===== src/rtl/d8_alu_seq_pkg.sv =====
// Shared definitions for the d8 sequential ALU.
// Holds the opcode constants, the control FSM states and the iterative-unit mode.
package d8_alu_seq_pkg;

    localparam logic [7:0] ALU_ADD = 8'h01;
    localparam logic [7:0] ALU_SUB = 8'h02;
    localparam logic [7:0] ALU_MUL = 8'h03;
    localparam logic [7:0] ALU_DIV = 8'h04;

    typedef enum logic [1:0] {
        ST_IDLE = 2'd0,
        ST_CALC = 2'd1,
        ST_DONE = 2'd2
    } alu_state_e;

    typedef enum logic {
        MD_MUL = 1'b0,
        MD_DIV = 1'b1
    } md_mode_e;

endpackage


===== src/rtl/d8_alu_muldiv.sv =====
// Iterative 8-bit unsigned multiplier / restoring divider, one bit per step.
// Exposes the post-step values so the caller can capture the final result on the last step.
module d8_alu_muldiv
    import d8_alu_seq_pkg::*;
(
    input  logic        clk,
    input  logic        rst,
    input  logic        i_load,
    input  logic        i_step,
    input  md_mode_e    i_mode,
    input  logic [7:0]  i_a,
    input  logic [7:0]  i_b,
    output logic [7:0]  o_lo_nxt,
    output logic [7:0]  o_hi_nxt,
    output logic        o_last
);

    logic [7:0] r_lo;
    logic [7:0] r_hi;
    logic [7:0] r_opd;
    logic [2:0] r_cnt;
    md_mode_e   r_mode;

    logic [8:0] w_sum;
    logic [8:0] w_trial;
    logic [8:0] w_diff;
    logic       w_ge;

    // MUL: r_lo holds the multiplier, shifted right as product bits arrive from r_hi.
    // DIV: r_lo holds the dividend, shifted left while quotient bits fill in from the right.
    always_comb begin
        w_sum    = {1'b0, r_hi} + (r_lo[0] ? {1'b0, r_opd} : 9'd0);
        w_trial  = {r_hi, r_lo[7]};
        w_ge     = (w_trial >= {1'b0, r_opd});
        w_diff   = w_trial - {1'b0, r_opd};
        o_hi_nxt = w_sum[8:1];
        o_lo_nxt = {w_sum[0], r_lo[7:1]};
        if (r_mode == MD_DIV) begin
            o_hi_nxt = w_ge ? w_diff[7:0] : w_trial[7:0];
            o_lo_nxt = {r_lo[6:0], w_ge};
        end
    end

    assign o_last = (r_cnt == 3'd7);

    always_ff @(posedge clk) begin
        if (rst) begin
            r_cnt  <= 3'd0;
            r_mode <= MD_MUL;
        end else if (i_load) begin
            r_cnt  <= 3'd0;
            r_mode <= i_mode;
        end else if (i_step) begin
            r_cnt  <= r_cnt + 3'd1;
        end
    end

    always_ff @(posedge clk) begin
        if (i_load) begin
            r_lo  <= (i_mode == MD_MUL) ? i_b : i_a;
            r_hi  <= 8'h00;
            r_opd <= (i_mode == MD_MUL) ? i_a : i_b;
        end else if (i_step) begin
            r_lo  <= o_lo_nxt;
            r_hi  <= o_hi_nxt;
        end
    end

endmodule


===== src/rtl/d8_alu_seq.sv =====
// d8 sequential ALU: single-cycle ADD/SUB/pass, 8-step MUL/DIV via d8_alu_muldiv.
// Results are registered and only change on the edge that completes an operation.
module d8_alu_seq
    import d8_alu_seq_pkg::*;
(
    input  logic        sys_clk,
    input  logic        sys_rst,
    input  logic        start,
    input  logic [7:0]  op,
    input  logic [7:0]  a_in,
    input  logic [7:0]  b_in,
    output logic        busy,
    output logic        done,
    output logic [7:0]  s,
    output logic [7:0]  s_hi,
    output logic        flag_z,
    output logic        flag_c,
    output logic        flag_e
);

    alu_state_e r_state;
    alu_state_e w_state_nxt;

    logic [7:0] r_op;
    logic       r_bz;
    logic [7:0] r_s;
    logic [7:0] r_s_hi;
    logic       r_z;
    logic       r_c;
    logic       r_e;

    logic       w_accept;
    logic       w_iter;
    logic       w_last;
    logic [8:0] w_add;
    logic [7:0] w_sub;
    logic [7:0] w_lo_nxt;
    logic [7:0] w_hi_nxt;

    assign w_accept = (r_state == ST_IDLE) && start;
    assign w_iter   = (op == ALU_MUL) || (op == ALU_DIV);
    assign w_add    = {1'b0, a_in} + {1'b0, b_in};
    assign w_sub    = a_in - b_in;

    d8_alu_muldiv u_muldiv (
        .clk      (sys_clk),
        .rst      (sys_rst),
        .i_load   (w_accept && w_iter),
        .i_step   (r_state == ST_CALC),
        .i_mode   ((op == ALU_DIV) ? MD_DIV : MD_MUL),
        .i_a      (a_in),
        .i_b      (b_in),
        .o_lo_nxt (w_lo_nxt),
        .o_hi_nxt (w_hi_nxt),
        .o_last   (w_last)
    );

    always_ff @(posedge sys_clk) begin
        if (sys_rst) begin
            r_state <= ST_IDLE;
        end else begin
            r_state <= w_state_nxt;
        end
    end

    always_comb begin
        w_state_nxt = r_state;
        case (r_state)
            ST_IDLE: if (start) w_state_nxt = w_iter ? ST_CALC : ST_DONE;
            ST_CALC: if (w_last) w_state_nxt = ST_DONE;
            ST_DONE: w_state_nxt = ST_IDLE;
            default: w_state_nxt = ST_IDLE;
        endcase
    end

    // Single-cycle ops land at the accept edge; MUL/DIV land on the edge of the last step.
    always_ff @(posedge sys_clk) begin
        if (sys_rst) begin
            r_op   <= 8'h00;
            r_bz   <= 1'b0;
            r_s    <= 8'h00;
            r_s_hi <= 8'h00;
            r_z    <= 1'b0;
            r_c    <= 1'b0;
            r_e    <= 1'b0;
        end else if (w_accept) begin
            r_op <= op;
            r_bz <= (b_in == 8'h00);
            case (op)
                ALU_ADD: begin
                    r_s    <= w_add[7:0];
                    r_s_hi <= 8'h00;
                    r_z    <= (w_add[7:0] == 8'h00);
                    r_c    <= w_add[8];
                    r_e    <= 1'b0;
                end
                ALU_SUB: begin
                    r_s    <= w_sub;
                    r_s_hi <= 8'h00;
                    r_z    <= (w_sub == 8'h00);
                    r_c    <= (a_in < b_in);
                    r_e    <= 1'b0;
                end
                ALU_MUL, ALU_DIV: begin
                end
                default: begin
                    r_s    <= b_in;
                    r_s_hi <= 8'h00;
                    r_z    <= 1'b0;
                    r_c    <= 1'b0;
                    r_e    <= 1'b0;
                end
            endcase
        end else if ((r_state == ST_CALC) && w_last) begin
            r_s    <= w_lo_nxt;
            r_s_hi <= w_hi_nxt;
            r_z    <= (w_lo_nxt == 8'h00);
            r_c    <= (r_op == ALU_MUL) && (w_hi_nxt != 8'h00);
            r_e    <= (r_op == ALU_DIV) && r_bz;
        end
    end

    assign busy   = (r_state != ST_IDLE);
    assign done   = (r_state == ST_DONE);
    assign s      = r_s;
    assign s_hi   = r_s_hi;
    assign flag_z = r_z;
    assign flag_c = r_c;
    assign flag_e = r_e;

endmodule


===== config.mk =====
export PLATFORM = sky130hd
export DESIGN_NAME = d8_alu_seq
export DESIGN_NICKNAME = d
export VERILOG_FILES = /design/src/rtl/d8_alu_seq_pkg.sv /design/src/rtl/d8_alu_muldiv.sv /design/src/rtl/d8_alu_seq.sv
export SDC_FILE = /design/constraint.sdc
export NUM_CORES = 1
export LEC_CHECK = 0
export ABC_AREA = 1
export CORE_ASPECT_RATIO = 1.2
export CORE_MARGIN = 2
export CORE_UTILIZATION = 40
export DETAILED_ROUTE_END_ITERATION = 16
export PLACE_DENSITY = 0.68
export SLEW_MARGIN = 0
export SYNTH_ARGS = -nofsm -noshare
export SYNTH_HDL_FRONTEND = slang
export SYNTH_SLANG_ARGS = --single-unit
export TNS_END_PERCENT = 5

===== constraint.sdc =====
create_clock -name sys_clk -period 2.8 [get_ports sys_clk]
set_clock_uncertainty 0.1 [all_clocks]
set_input_delay 0.7 -clock sys_clk [delete_from_list [all_inputs] [get_ports sys_clk]]
set_output_delay 0.7 -clock sys_clk [all_outputs]
set_load 0.02 [all_outputs]

Word-level counts from Yosys, hierarchy flattened
Cells that the tools add are included.
{"block": "word_totals", "regBits": 58, "inputBits": 27}
{"block": "classes", "addsub": 5, "n_lt_le_gt_ge": 2, "eq_ne": 12, "n_mux": 28, "reduce_logical": 19}
{"op": "$mux W8", "n": 13}
{"op": "$logic_not A8 Y1", "n": 4}
{"op": "$eq A8 B2 Y1 const B", "n": 3}
{"op": "$pmux W8 S3", "n": 1}
{"op": "$add A8 B8 Y9", "n": 2}
{"op": "$eq A8 B3 Y1 const B", "n": 2}
{"op": "$sub A8 B8 Y8", "n": 2}
{"op": "$ge A9 B8 Y1", "n": 1}
{"op": "$eq A8 B1 Y1 const B", "n": 1}
{"op": "$lt A8 B8 Y1", "n": 1}
{"op": "$mux W1", "n": 8}
{"op": "$reduce_bool A8 Y1", "n": 1}
{"op": "$mux W2", "n": 3}
{"op": "$ne A2 B2 Y1 const B", "n": 3}
{"op": "$pmux W1 S3", "n": 2}
{"op": "$reduce_bool A2 Y1", "n": 3}
{"op": "$logic_and A1 B1 Y1", "n": 5}
{"op": "$pmux W2 S2", "n": 1}
{"op": "$reduce_and A2 Y1", "n": 2}
{"op": "$reduce_or A2 Y1", "n": 2}
{"op": "$add A3 B1 Y3 const B", "n": 1}
{"op": "$eq A3 B3 Y1 const B", "n": 1}
{"op": "$eq A2 B1 Y1 const B", "n": 1}
{"op": "$eq A2 B2 Y1 const B", "n": 1}
{"op": "other kinds (2)", "n": 2}

Depth between registers and ports, before layout
{"block": "depth", "word_depth": 7, "mapped_depth": 18}

Hierarchy
From an unflattened synthesis, not the netlist that was laid out.
{"block": "hier_totals", "hier_cells": 731, "area_unflattened_um2": 4783.3}
{"mod": "d8_alu_muldiv", "instances": 1, "cells_per_inst": 356, "area_per_inst_um2": 2408.6}
{"mod": "d8_alu_seq", "instances": 1, "cells_per_inst": 375, "area_per_inst_um2": 2374.8}

Least setup slack after synthesis
No wires, ideal clock.
{"block": "synth_path", "kind": "input-to-reg", "from": "in a_in[0]", "to": "reg r_z, in the netlist flag_z", "arrival_time_ns": 2.111, "required_time_ns": 2.630, "slack_ns": 0.519, "path_stages": 13, "path_buffers": 0, "cell_sequence": "ha_1 -> fa_1 -> nand3_1 -> nand2_1 -> nand2_1 -> nand2_1 -> a21oi_1 -> nand2_1 -> nand2_1 -> nand4_1 -> nand2_1 -> nand2_1 -> a21oi_1"}
{"block": "synth_between", "elab_chain_cells": 4}
{"element": "start, declared", "line_no": "d8_alu_seq.sv:10", "text": "input logic [7:0] a_in,"}
{"element": "$sub A8 B8 Y8 / $add A8 B8 Y9 (equally long branches)", "line_no": "d8_alu_seq.sv:43, d8_alu_seq.sv:42"}
{"element": "$logic_not A8 Y1 (on tied branches)", "line_no": "d8_alu_seq.sv:100, d8_alu_seq.sv:93"}
{"element": "$pmux W1 S3 (*)", "line_no": "d8_alu_seq.sv:89", "text": "case (op)"}
{"element": "$mux W1 (*)", "line_no": "d8_alu_seq.sv:86", "text": "end else if (w_accept) begin"}
{"element": "end signal, assigned", "line_no": "d8_alu_seq.sv:93", "text": "r_z <= (w_add[7:0] == 8'h00);"}
{"element": "end signal, assigned", "line_no": "d8_alu_seq.sv:100", "text": "r_z <= (w_sub == 8'h00);"}
{"element": "end signal, assigned", "line_no": "d8_alu_seq.sv:117", "text": "r_z <= (w_lo_nxt == 8'h00);"}
{"element": "end, declared", "line_no": "d8_alu_seq.sv:28", "text": "logic r_z;"}
Every way passes the cells marked *; elsewhere a longest branch is shown, timed or not.
A chain may end at the register's enable or synchronous reset.

Final worst setup path
{"block": "layout_path", "from": "in a_in[1]", "to": "reg r_s[5], in the netlist s[5]"}
{"block": "layout_between", "elab_chain_cells": 3}
{"element": "$sub A8 B8 Y8 / $add A8 B8 Y9 (equally long branches)", "line_no": "d8_alu_seq.sv:43, d8_alu_seq.sv:42"}
{"element": "$pmux W8 S3 (*)", "line_no": "d8_alu_seq.sv:89"}
{"element": "$mux W8 (*)", "line_no": "d8_alu_seq.sv:86"}
{"element": "end signal, assigned", "line_no": "d8_alu_seq.sv:91", "text": "r_s <= w_add[7:0];"}
{"element": "end signal, assigned", "line_no": "d8_alu_seq.sv:98", "text": "r_s <= w_sub;"}
{"element": "end signal, assigned", "line_no": "d8_alu_seq.sv:107", "text": "r_s <= b_in;"}
{"element": "end, declared", "line_no": "d8_alu_seq.sv:26", "text": "logic [7:0] r_s;"}
Marks and branches as above.

==> summary.txt <==
Global route
  – Grt total ovfl: 0
  – GRT Resource Usage Total: 21.94%
  – Initial antenna violation count: 0
  – Largest net degree at the start of global routing: 34
  – First-pass GRT wire length: 20910 µm
  – Vias in the first global route: 4505

Clocking
  – TritonCTS clock tree: yes
  – CTS Buf Count: 9
  – CTS Sinks: 58
  – Post-CTS Repair Setup Buffers: 0
  – Clock Latency Late Sink: between 0.3 and 0.4 ns
  – CTS Hold Buffers Added: 0
  – Clock-pin transition on the worst setup and hold timing paths: 0.05 ns
  – H-tree levels: 3
  – CTS max path bufs: 2
  – Cell at the root of the clock tree: clkbuf_16

Layout
  – Share of layout cells above drive strength 1: between 15 and 20%
  – Area growth syn-to-layout: 27.49%
  – Ant. Diodes: 0
  – # nets final: 802

Timing
  – Final Hold Viols: 0
  – TNS Setup: 0 ns
  – Max Clock Freq: 0.3787 GHz
  – Final Max Tran Viols: 0
  – Relative slew margins: 69.34%
  – Setup violators final: 0
  – RSZ-0062 raised after global routing: false
  – Fin crit share: 94.31%
  – Worst setup slack after layout: roughly 0.16 ns
  – Min Tclk post-route: between 2 and 3 ns
  – Worst-Margin Slew: 0.4592 ns

Critical path
  – Top cell family by delay on the critical path: buffers and inverters
  – Worst path slowest cell: clkdlybuf4s50_1
  – Crit path depth: 11
  – Largest fanout on the critical path: 5
  – Most common cell on crit path: nand2_1
  – Critical path required time: 2.91 ns
  – Critical Path End Type: register
  – CP cell instances: clkdlybuf4s50_1 -> ha_1 -> nor2_1 -> nand2_1 -> nand2_1 -> nand2_1 -> o21ai_1 -> xor2_1 -> o21ai_0 -> o21ai_1 -> a21oi_1
  – Reg2reg path depth: 16
  – Worst setup SP type: input port
  – Worst EP arrival: 2.75 ns
  – Critical path class: input port to register
  – Max stage delay on crit path: roughly 0.63 ns
  – WP buf/inv: 1

Place
  – Port Buf Inserts: 47
  – Setup WS pre-CTS: -0.1973 ns
  – Dpl hpwl: roughly 10000 µm
  – RD Place Congestion: 0.8799

Route
  – 1st-iter DRT viols: 206
  – First-pass detailed-route iteration total: 6
  – WL final: 12740 µm
  – Vias per cell: 5.287
  – Detailed-route via count: 4621
  – Post-route ant nets: 0
  – DRC Markers: 0
  – WL per Instance: approximately 15 µm

Yosys
  – Ranking of synthesized cells by area: dfxtp_1 (19%), nand2_1 (12%), edfxtp_1 (11%)
  – Seq/Total Area, Yosys: 29.24%
  – Area leader, netlist: dfxtp_1
  – Mean post-synth cell area: 6.974 µm²
  – Synthesis Warnings: 0
  – Main synth FF type: dfxtp_1
  – Post-synth EDFFs: 16
  – Most frequent cell after synthesis: nand2_1
  – Area share of the largest cell type after synthesis: roughly a fifth
  – Post-Syn Nets: 713
  – Ys async rst share: 0%
  – Synth Register Bits: 58
  – Library cells used by synthesis: 47
  – Post-Syn Area: 0.004519 mm²
  – Synth cell count leaders: nand2_1 (150), inv_1 (72), o21ai_0 (57)
  – Post-Syn Instances: 648

Pwr
  – Cell Pwr Density: around 500 mW/mm²
  – VDD IR max: 0.0002616 V
  – Leakage Power: 2.711 nW

Outcome
  – Outcome: completed

Flow run
  – Max-cap viol count: 0

Floorplanning
  – Die W: roughly 100 µm
  – Row count: between 40 and 50
  – Starting Density: between 40 and 50%
  – DIE HEIGHT: 120.4 µm
  – Core ar.: 0.01104 mm²
  – Ports: 48
  – Die ar.: 0.01217 mm²

Worst hold path
  – WHS Path Cells: 2
  – Type of the tightest min-delay check: register to register
-- worst min-delay path: stages, from the launching register on --
cell and delay, ns:
dfxtp_1 0.30, nand2_1 0.06, a21oi_1 0.06
-- power breakdown --
| group | internal [W] | switching [W] |
|---|---|---|
| sequential | 0.000912 | 0.0000491 |
| clock | 0.000699 | 0.000385 |
| combinational | 0.000365 | 0.000524 |
| total | 0.00198 | 0.000958 |
-- cell families after synthesis --
kind of cell / count (synthesis) / share of synthesized area [%]
AOI/OAI and AO/OA: 143 / 17.50
xor gates and xnor gates: 12 / 2.326
adders and majority gates: 38 / 11.19
buffers and inverters: 107 / 9.413
DFF: 58 / 29.24
muxes: 3 / 0.6645
and+or+nand+nor: 287 / 29.68
-- cell usage in the layout (no fill, tap or decap), types with 3 or more instances in the layout --
| cell | netlist | layout |
|---|---|---|
| nor3_1 | 4 | 3 |
| inv_2 | 9 | 9 |
| o22ai_1 | 8 | 8 |
| o21ai_0 | 57 | 57 |
| nand4_1 | 12 | 12 |
| nor4_1 | 4 | 4 |
| nand3_2 | 6 | 6 |
| ha_1 | 34 | 34 |
| clkbuf_16 | 0 | 10 |
| nand3b_1 | 3 | 3 |
| nand3_1 | 39 | 39 |
| nor2_1 | 48 | 48 |
| a21oi_1 | 50 | 50 |
| nand2_2 | 7 | 7 |
| nand2_1 | 150 | 150 |
| edfxtp_1 | 16 | 16 |
| xor2_1 | 8 | 8 |
| xnor2_1 | 4 | 4 |
| dfxtp_1 | 42 | 42 |
| nand2_4 | 3 | 3 |
| mux2i_1 | 3 | 3 |
| inv_1 | 72 | 72 |
| o211ai_1 | 10 | 10 |
| buf_4 | 2 | 55 |
| clkdlybuf4s50_1 | 0 | 47 |
| a21oi_2 | 3 | 3 |
| o21ai_1 | 5 | 5 |
| fa_1 | 4 | 3 |
-- state kept, by name, indices dropped and copies added, names as in the netlist, 2 cells and up --
signal / count
u_muldiv.r_lo: 8
r_state: 2
u_muldiv.r_cnt: 3
s: 8
r_op: 8
u_muldiv.r_opd: 8
s_hi: 8
u_muldiv.r_hi: 8
-- layout make-up --
type                    instances  area [µm²]
clock buffers                  13       281.5
clock inverters                 3       18.77
fillers                      1096        5274
inverters                      83       311.5
multi-input cells             483        2780
flip-flops and latches         58        1321
well taps                     132       165.2
repair buffers                102       883.3
-- layer usage --
layer / vias to the layer above / wire length (µm) / track usage [%]
li1: 2355 / - / -
met1: 2105 / 5349 / 24.99
met2: 119 / 6436 / 38.96
met3: 42 / 378 / 4.104
met4: 0 / 572 / 10.47
met5: - / 0 / 0
-- through the flow --
step	instances	cell area [µm²]	total power (W)	utilization, %	hold WS (ns)
after floorplan	648	4519	0.001563	-	0.3436
after global placement	858	5454	0.001835	49.42	0.3536
after detailed placement	858	5454	0.001855	49.42	0.3561
after CTS	874	5754	0.002937	52.14	0.3645
after global routing	874	5762	0.003101	52.21	0.3789
final	874	5762	0.002935	52.21	0.3638
-- timing repair --
action	4_1_cts	5_1_grt
resized for setup	0	2
setup endpoints to repair	0	1
hold endpoints to repair	0	0
-- path summary, 6_finish.rpt --
path	from	endpoint	slack (ns)
worst min-delay path	s_hi[6]	s_hi[6]	0.36
worst max-delay path	a_in[1]	s[5]	0.16
worst min register to register	s_hi[6]	s_hi[6]	0.36
worst max register to register	u_muldiv.r_opd[0]	flag_c	0.31
No activity file was read; power rests on OpenSTA's default activity.
